## src/rtl/pipe_stage_reg_pkg.sv

```systemverilog
// Shared widths and state encoding for the pipe_stage_reg pipeline register.
package pipe_pkg;

    localparam int PIPE_DATA_W = 64;
    localparam int PIPE_CTRL_W = 3;
    localparam int PIPE_TAG_W  = 5;

    localparam logic [1:0] ST_EMPTY = 2'b00;
    localparam logic [1:0] ST_FULL  = 2'b01;
    localparam logic [1:0] ST_SKID  = 2'b11;

    // Bit 0 is "main slot valid" and bit 1 is "skid slot valid".
    typedef enum logic [1:0] {
        S_EMPTY = ST_EMPTY,
        S_FULL  = ST_FULL,
        S_SKID  = ST_SKID
    } state_t;

endpackage

```

## src/rtl/pipe_stage_reg_if.sv

```systemverilog
// Valid/ready handshake bundle between two pipeline stages, plus flush.
interface pipe_stage_reg_if
    import pipe_pkg::*;
#(
    parameter int DATA_W = PIPE_DATA_W,
    parameter int CTRL_W = PIPE_CTRL_W,
    parameter int TAG_W  = PIPE_TAG_W
) ();

    logic              in_valid;
    logic              in_ready;
    logic [DATA_W-1:0] in_data;
    logic [CTRL_W-1:0] in_ctrl;
    logic [TAG_W-1:0]  in_tag;
    logic              flush;
    logic              out_valid;
    logic              out_ready;
    logic [DATA_W-1:0] out_data;
    logic [CTRL_W-1:0] out_ctrl;
    logic [TAG_W-1:0]  out_tag;

    modport master (
        output in_valid, in_data, in_ctrl, in_tag, flush, out_ready,
        input  in_ready, out_valid, out_data, out_ctrl, out_tag
    );

    modport slave (
        input  in_valid, in_data, in_ctrl, in_tag, flush, out_ready,
        output in_ready, out_valid, out_data, out_ctrl, out_tag
    );

endinterface

```

## src/rtl/pipe_stage_reg_slot.sv

```systemverilog
// One valid+payload storage slot; clear wins over load and zeroes the payload.
module pipe_slot #(
    parameter int W = 1
) (
    input  logic         clk,
    input  logic         clrn,
    input  logic         load,
    input  logic         clear,
    input  logic [W-1:0] d,
    output logic         valid,
    output logic [W-1:0] q
);

    always_ff @(posedge clk or negedge clrn) begin
        if (!clrn) begin
            valid <= 1'b0;
            q     <= '0;
        end else if (clear) begin
            valid <= 1'b0;
            q     <= '0;
        end else if (load) begin
            valid <= 1'b1;
            q     <= d;
        end
    end

endmodule

```

## src/rtl/pipe_stage_reg.sv

```systemverilog
// Parametrised pipeline stage register with 2-entry skid buffer, flush and bubble squash.
// Define PIPE_STAGE_PERF_EN to add saturating stall_cnt/bubble_cnt counters.
module pipe_stage_reg
    import pipe_pkg::*;
#(
    parameter int DATA_W = PIPE_DATA_W,
    parameter int CTRL_W = PIPE_CTRL_W,
    parameter int TAG_W  = PIPE_TAG_W
) (
    input  logic        clk,
    input  logic        clrn,
    pipe_stage_reg_if.slave bus
`ifdef PIPE_STAGE_PERF_EN
    ,
    output logic [31:0] stall_cnt,
    output logic [31:0] bubble_cnt
`endif
);

    localparam int PAY_W = DATA_W + CTRL_W + TAG_W;

    if (DATA_W < 1 || CTRL_W < 1 || TAG_W < 1) begin : g_bad_width
        $error("pipe_stage_reg: DATA_W, CTRL_W and TAG_W must all be at least 1");
    end

    state_t             state;
    state_t             next_state;
    logic               main_load, main_clear, main_from_skid;
    logic               skid_load, skid_clear;
    logic               main_valid, skid_valid;
    logic [PAY_W-1:0]   main_q, skid_q, main_d, in_pay;
    logic               in_xfer, out_xfer;

    assign in_pay   = {bus.in_data, bus.in_ctrl, bus.in_tag};
    assign in_xfer  = bus.in_valid && bus.in_ready;
    assign out_xfer = main_valid && bus.out_ready;
    assign main_d   = main_from_skid ? skid_q : in_pay;

    always_ff @(posedge clk or negedge clrn) begin
        if (!clrn) state <= S_EMPTY;
        else       state <= next_state;
    end

    // Flush overrides every transition; the skid entry always drains into main before new data.
    always_comb begin
        next_state     = state;
        main_load      = 1'b0;
        main_clear     = 1'b0;
        main_from_skid = 1'b0;
        skid_load      = 1'b0;
        skid_clear     = 1'b0;
        if (bus.flush) begin
            next_state = S_EMPTY;
            main_clear = 1'b1;
            skid_clear = 1'b1;
        end else begin
            case (state)
                S_EMPTY: begin
                    if (in_xfer) begin
                        main_load  = 1'b1;
                        next_state = S_FULL;
                    end
                end
                S_FULL: begin
                    if (in_xfer && out_xfer) begin
                        main_load = 1'b1;
                    end else if (in_xfer) begin
                        skid_load  = 1'b1;
                        next_state = S_SKID;
                    end else if (out_xfer) begin
                        main_clear = 1'b1;
                        next_state = S_EMPTY;
                    end
                end
                S_SKID: begin
                    if (out_xfer) begin
                        main_load      = 1'b1;
                        main_from_skid = 1'b1;
                        skid_clear     = 1'b1;
                        next_state     = S_FULL;
                    end
                end
                default: begin
                    next_state = S_EMPTY;
                    main_clear = 1'b1;
                    skid_clear = 1'b1;
                end
            endcase
        end
    end

    pipe_slot #(.W(PAY_W)) u_main (
        .clk   (clk),
        .clrn  (clrn),
        .load  (main_load),
        .clear (main_clear),
        .d     (main_d),
        .valid (main_valid),
        .q     (main_q)
    );

    pipe_slot #(.W(PAY_W)) u_skid (
        .clk   (clk),
        .clrn  (clrn),
        .load  (skid_load),
        .clear (skid_clear),
        .d     (in_pay),
        .valid (skid_valid),
        .q     (skid_q)
    );

    // Control and tag are squashed so a bubble can never write memory or the register file.
    assign bus.in_ready  = ~skid_valid;
    assign bus.out_valid = main_valid;
    assign bus.out_data  = main_q[PAY_W-1 -: DATA_W];
    assign bus.out_ctrl  = main_valid ? main_q[TAG_W +: CTRL_W] : '0;
    assign bus.out_tag   = main_valid ? main_q[TAG_W-1:0] : '0;

`ifdef PIPE_STAGE_PERF_EN
    logic stall_hit, bubble_hit;

    // A flush of a non-empty stage always has out_valid=1, so both bubble sources never coincide.
    assign stall_hit  = main_valid && !bus.out_ready;
    assign bubble_hit = (!main_valid && bus.out_ready) || (bus.flush && state != S_EMPTY);

    always_ff @(posedge clk or negedge clrn) begin
        if (!clrn) begin
            stall_cnt  <= '0;
            bubble_cnt <= '0;
        end else begin
            if (stall_hit && stall_cnt != 32'hFFFF_FFFF)   stall_cnt  <= stall_cnt + 32'd1;
            if (bubble_hit && bubble_cnt != 32'hFFFF_FFFF) bubble_cnt <= bubble_cnt + 32'd1;
        end
    end
`endif

endmodule

```

## src/flat_wrapper.sv

```systemverilog
// flat-port wrapper written by rule: the top's interface ports become plain ports
module pipe_stage_reg_flat import pipe_pkg::*;
#(
    parameter int DATA_W = PIPE_DATA_W,
    parameter int CTRL_W = PIPE_CTRL_W,
    parameter int TAG_W  = PIPE_TAG_W
)
  (clk, clrn, bus_in_valid, bus_in_data, bus_in_ctrl, bus_in_tag, bus_flush, bus_out_ready, bus_in_ready, bus_out_valid, bus_out_data, bus_out_ctrl, bus_out_tag);
  pipe_stage_reg_if #(.DATA_W(DATA_W), .CTRL_W(CTRL_W), .TAG_W(TAG_W)) bus_i ();
  input  logic clk;
  input  logic clrn;
  input wire logic [$bits(bus_i.in_valid)-1:0] bus_in_valid;
  input wire logic [$bits(bus_i.in_data)-1:0] bus_in_data;
  input wire logic [$bits(bus_i.in_ctrl)-1:0] bus_in_ctrl;
  input wire logic [$bits(bus_i.in_tag)-1:0] bus_in_tag;
  input wire logic [$bits(bus_i.flush)-1:0] bus_flush;
  input wire logic [$bits(bus_i.out_ready)-1:0] bus_out_ready;
  output wire logic [$bits(bus_i.in_ready)-1:0] bus_in_ready;
  output wire logic [$bits(bus_i.out_valid)-1:0] bus_out_valid;
  output wire logic [$bits(bus_i.out_data)-1:0] bus_out_data;
  output wire logic [$bits(bus_i.out_ctrl)-1:0] bus_out_ctrl;
  output wire logic [$bits(bus_i.out_tag)-1:0] bus_out_tag;
  assign bus_i.in_valid = bus_in_valid;
  assign bus_i.in_data = bus_in_data;
  assign bus_i.in_ctrl = bus_in_ctrl;
  assign bus_i.in_tag = bus_in_tag;
  assign bus_i.flush = bus_flush;
  assign bus_i.out_ready = bus_out_ready;
  assign bus_in_ready = bus_i.in_ready;
  assign bus_out_valid = bus_i.out_valid;
  assign bus_out_data = bus_i.out_data;
  assign bus_out_ctrl = bus_i.out_ctrl;
  assign bus_out_tag = bus_i.out_tag;
  pipe_stage_reg #(.DATA_W(DATA_W), .CTRL_W(CTRL_W), .TAG_W(TAG_W)) u_core (.clk(clk), .clrn(clrn), .bus(bus_i));
endmodule
```

## config.mk

```make
export PLATFORM = sky130hd
export DESIGN_NAME = pipe_stage_reg_flat
export DESIGN_NICKNAME = d
export VERILOG_FILES = /design/src/rtl/pipe_stage_reg_pkg.sv /design/src/rtl/pipe_stage_reg_if.sv /design/src/rtl/pipe_stage_reg_slot.sv /design/src/rtl/pipe_stage_reg.sv /design/src/flat_wrapper.sv
export SDC_FILE = /design/constraint.sdc
export NUM_CORES = 1
export LEC_CHECK = 0
export ABC_AREA = 1
export BUFFER_PORTS_ARGS = -buffer_cell sky130_fd_sc_hd__buf_2
export CORE_MARGIN = 2
export CORE_UTILIZATION = 44
export CTS_CLUSTER_DIAMETER = 150
export DETAILED_ROUTE_END_ITERATION = 16
export PLACE_DENSITY = 0.63
export SKIP_LAST_GASP = 1
export SLEW_MARGIN = 10
export SYNTH_ARGS = -nofsm -noshare
export SYNTH_HDL_FRONTEND = slang
export SYNTH_SLANG_ARGS = --single-unit
```

## constraint.sdc

```tcl
create_clock -name clk -period 1.8 [get_ports clk]
set_input_delay 0.09 -clock clk [delete_from_list [all_inputs] [get_ports clk]]
set_output_delay 0.09 -clock clk [all_outputs]
set_load 0.01 [all_outputs]
```

==> impl_metrics.yaml <==
critical_path:
  required_ns: 2.16
  cp_data_arrival_time_ns: 2.10
  path_class: "register to register"
  worst-path-max-fanout: 30
  critPathCaptureType: "register"
  start_kind: "register"
cts:
  cts_root_buffer: "clkbuf_16"
  cts-buffers-inserted: 17
  cts_tree: "done"
  htreeDepth: 4
  path_clk_slew_ns: 0.06
  cts_buffer_depth: 2
  clock_latency_ns: 0.42
  cts.sinks: 148
layout:
  drive_gt1_share_pct: 20.5
  regArea_sq_mm: 0.00370
  fillers: 1613
  area_growth_pct: 29.0
  n_antenna_cell: 0
  nets: 1233
  post-route-util_pct: 57.5
  multi_input_area_sq_mm: 0.00309
  final_cells: 1389
drt:
  met2_length_mm: 9.77
  highest_layer: "met4"
  drt_first_pass_iters: 5
  dr.first_iter.drc_count: 488
  routed-wl-met3_microns: 893
  drc: 0
  dr_total_vias: 6802
  wl_met1_mm: 8.69
  wire_per_inst_microns: 14.2
  ant_nets: 0
  routed_wl_mm: 19.7
  vias_per_cell: 4.90
logic_synthesis:
  synth.most_common_cell: "nand2_1"
  yosysWarnings: 0
  synth_top_flop_cell: "dfrtp_1"
  syn_nets: 1087
  ys_top_cells_by_count: "nand2_1, nand3_1, dfrtp_1"
  synth_cell_types: 20
  yosys.area.top_type: "dfrtp_1"
  syn_inst: 1005
  synth_edf_count: 0
  seq_area_frac_synth_pct: 48.5
  async_flop_share_pct: 100
  synthTopCellsByArea: "dfrtp_1, nand2_1, nand3_1"
  avgSynthCellArea_sq_um: 7.59
  synth_seq_cells: 148
  synth_top_area_share_pct: 48.5
  syn_area_sq_mm: 0.00763
timing:
  slew_headroom_pct: 70.4
  fin_crit_sh_pct: 96.5
  layout_min_cycle_time_ns: 1.74
  tns_ns: 0
  setup_violations: 0
  finClkSkew_ns: 0.00880
  slew_viol_final: 0
  hold_viol: 0
  fmax_ghz: 0.576
  worstMarginPinSlew_ns: 0.444
die:
  rows: 48
  die_area_sq_mm: 0.0184
  start_util_pct: 44.6
  ios: 151
  coreArea_sq_mm: 0.0171
  fp.dieW_microns: 136
  die_h_microns: 136
placed_design:
  port_buffers: 150
  dp_hpwl_mm: 11.9
  numPlacedInstances: 1278
  routabilityCongestion: 0.778
grt:
  antenna_found_initial: 0
  grt.total_usage_pct: 21.8
  grt_pass1_vias: 6318
  grt_start_max_net_pins: 61
  grt_pass1_wl_mm: 31.6
  grt.overflow.total: 0
status:
  outcome: "finished, final reports clean"
pwr:
  power.density_mw_per_mm2: 1240
  p_leak_nw: 5.65
  irDropWorstVdd_uv: 828
run:
  drv_cap: 0
worst_hold_path:
  hold_path.class: "primary input to register"
## cells in the final DEF, fill, tap and decap left out, types with 4 or more instances in the layout
| cell | netlist | layout |
|---|---|---|
| buf_12 | 0 | 14 |
| buf_2 | 45 | 149 |
| buf_4 | 72 | 14 |
| bufinv_16 | 0 | 5 |
| clkbuf_16 | 0 | 20 |
| dfrtp_1 | 148 | 147 |
| dlygate4sd3_1 | 0 | 73 |
| inv_1 | 14 | 12 |
| inv_2 | 5 | 6 |
| nand2_1 | 456 | 455 |
| nand3_1 | 223 | 223 |
| nor2_1 | 9 | 6 |
| nor2_4 | 2 | 4 |
## registers in the layout, summed over array words and instances (netlist names)
signal	flops
u_core.state	2
u_core.u_skid.q	72
u_core.u_main.valid	1
u_core.u_main.q	72
u_core.u_skid.valid	1
## cells by family (layout without fill, tap and decap cells)
kind of cell	Yosys count	after routing	synth area share (%)
AO/OA/AOI/OAI	5	5	0.361
adder cells (fa/ha/maj)	5	5	0.820
buffers and inverters	150	309	11.7
flip-flops	148	148	48.5
AND/OR/NAND/NOR	697	697	38.6
## where the power goes
group	total (mW)	switching, mW	internal, mW
Sequential	4.30	0.361	3.94
Combinational	3.94	2.43	1.51
Clock	3.96	1.45	2.52
## per-stage QoR
stage,power (mW),worst slack (ns),hold slack (ns),cell area (sq um)
6_report,12.2,0.0628,0.0502,9840
5_1_grt,12.9,-0.0202,0.0572,9840
4_1_cts,12.0,0.0590,0.0216,9690
3_3_place_gp,7.80,0.108,0.0502,8300
3_5_place_dp,7.86,0.0822,0.0505,8300
2_1_floorplan,6.87,0.236,-0.206,7630
## worst max-delay path: stages (launching register included)
cell,delay [ns]
dfrtp_2,0.42
inv_2,0.06
ha_1,0.31
a21oi_1,0.18
nand2_1,0.14
clkinv_4,0.15
clkbuf_16,0.23
nand3_1,0.09
nand2_1,0.08
## final cells by class
type,instances,area share (%)
inverter,19,0.775
clock buffer,18,4.46
timing repair buffer,258,20.6
multi-input combinational,707,31.4
clock inverter,14,2.28
sequential,148,37.6
tap,225,2.86
## per-layer routing
| layer | track usage (%) | vias to the layer above |
|---|---|---|
| met3 | 2.99 | 28 |
| li1 | - | 3429 |
| met2 | 36.0 | 180 |
| met5 | 0 | - |
| met1 | 29.0 | 3165 |
| met4 | 8.62 | 0 |
## worst paths after layout
kind / startpoint / to / slack, ns / depth (start not counted)
max: u_core.state[0] / u_core.u_main.q[17] / 0.06 / 8
min: bus_flush / u_core.state[1] / 0.05 / 4
max reg2reg: u_core.state[0] / u_core.u_main.q[17] / 0.06 / 8
min reg2reg: u_core.u_skid.q[2] / u_core.u_skid.q[2] / 0.48 / 2
max in group asynchronous: clrn / u_core.u_main.q[28] / 0.93 / 3
min in group asynchronous: clrn / u_core.u_skid.q[10] / 0.16 / 2
## what timing repair did
| item | in CTS | in global routing |
|---|---|---|
| hold buffers | 73 | 0 |
| endpoints found under the hold margin | 166 | 0 |
| setup buffers | 0 | 3 |
| setup endpoints to repair | 0 | 106 |
| gates resized for setup | 0 | 15 |
Power figures use the tool's default switching activity.
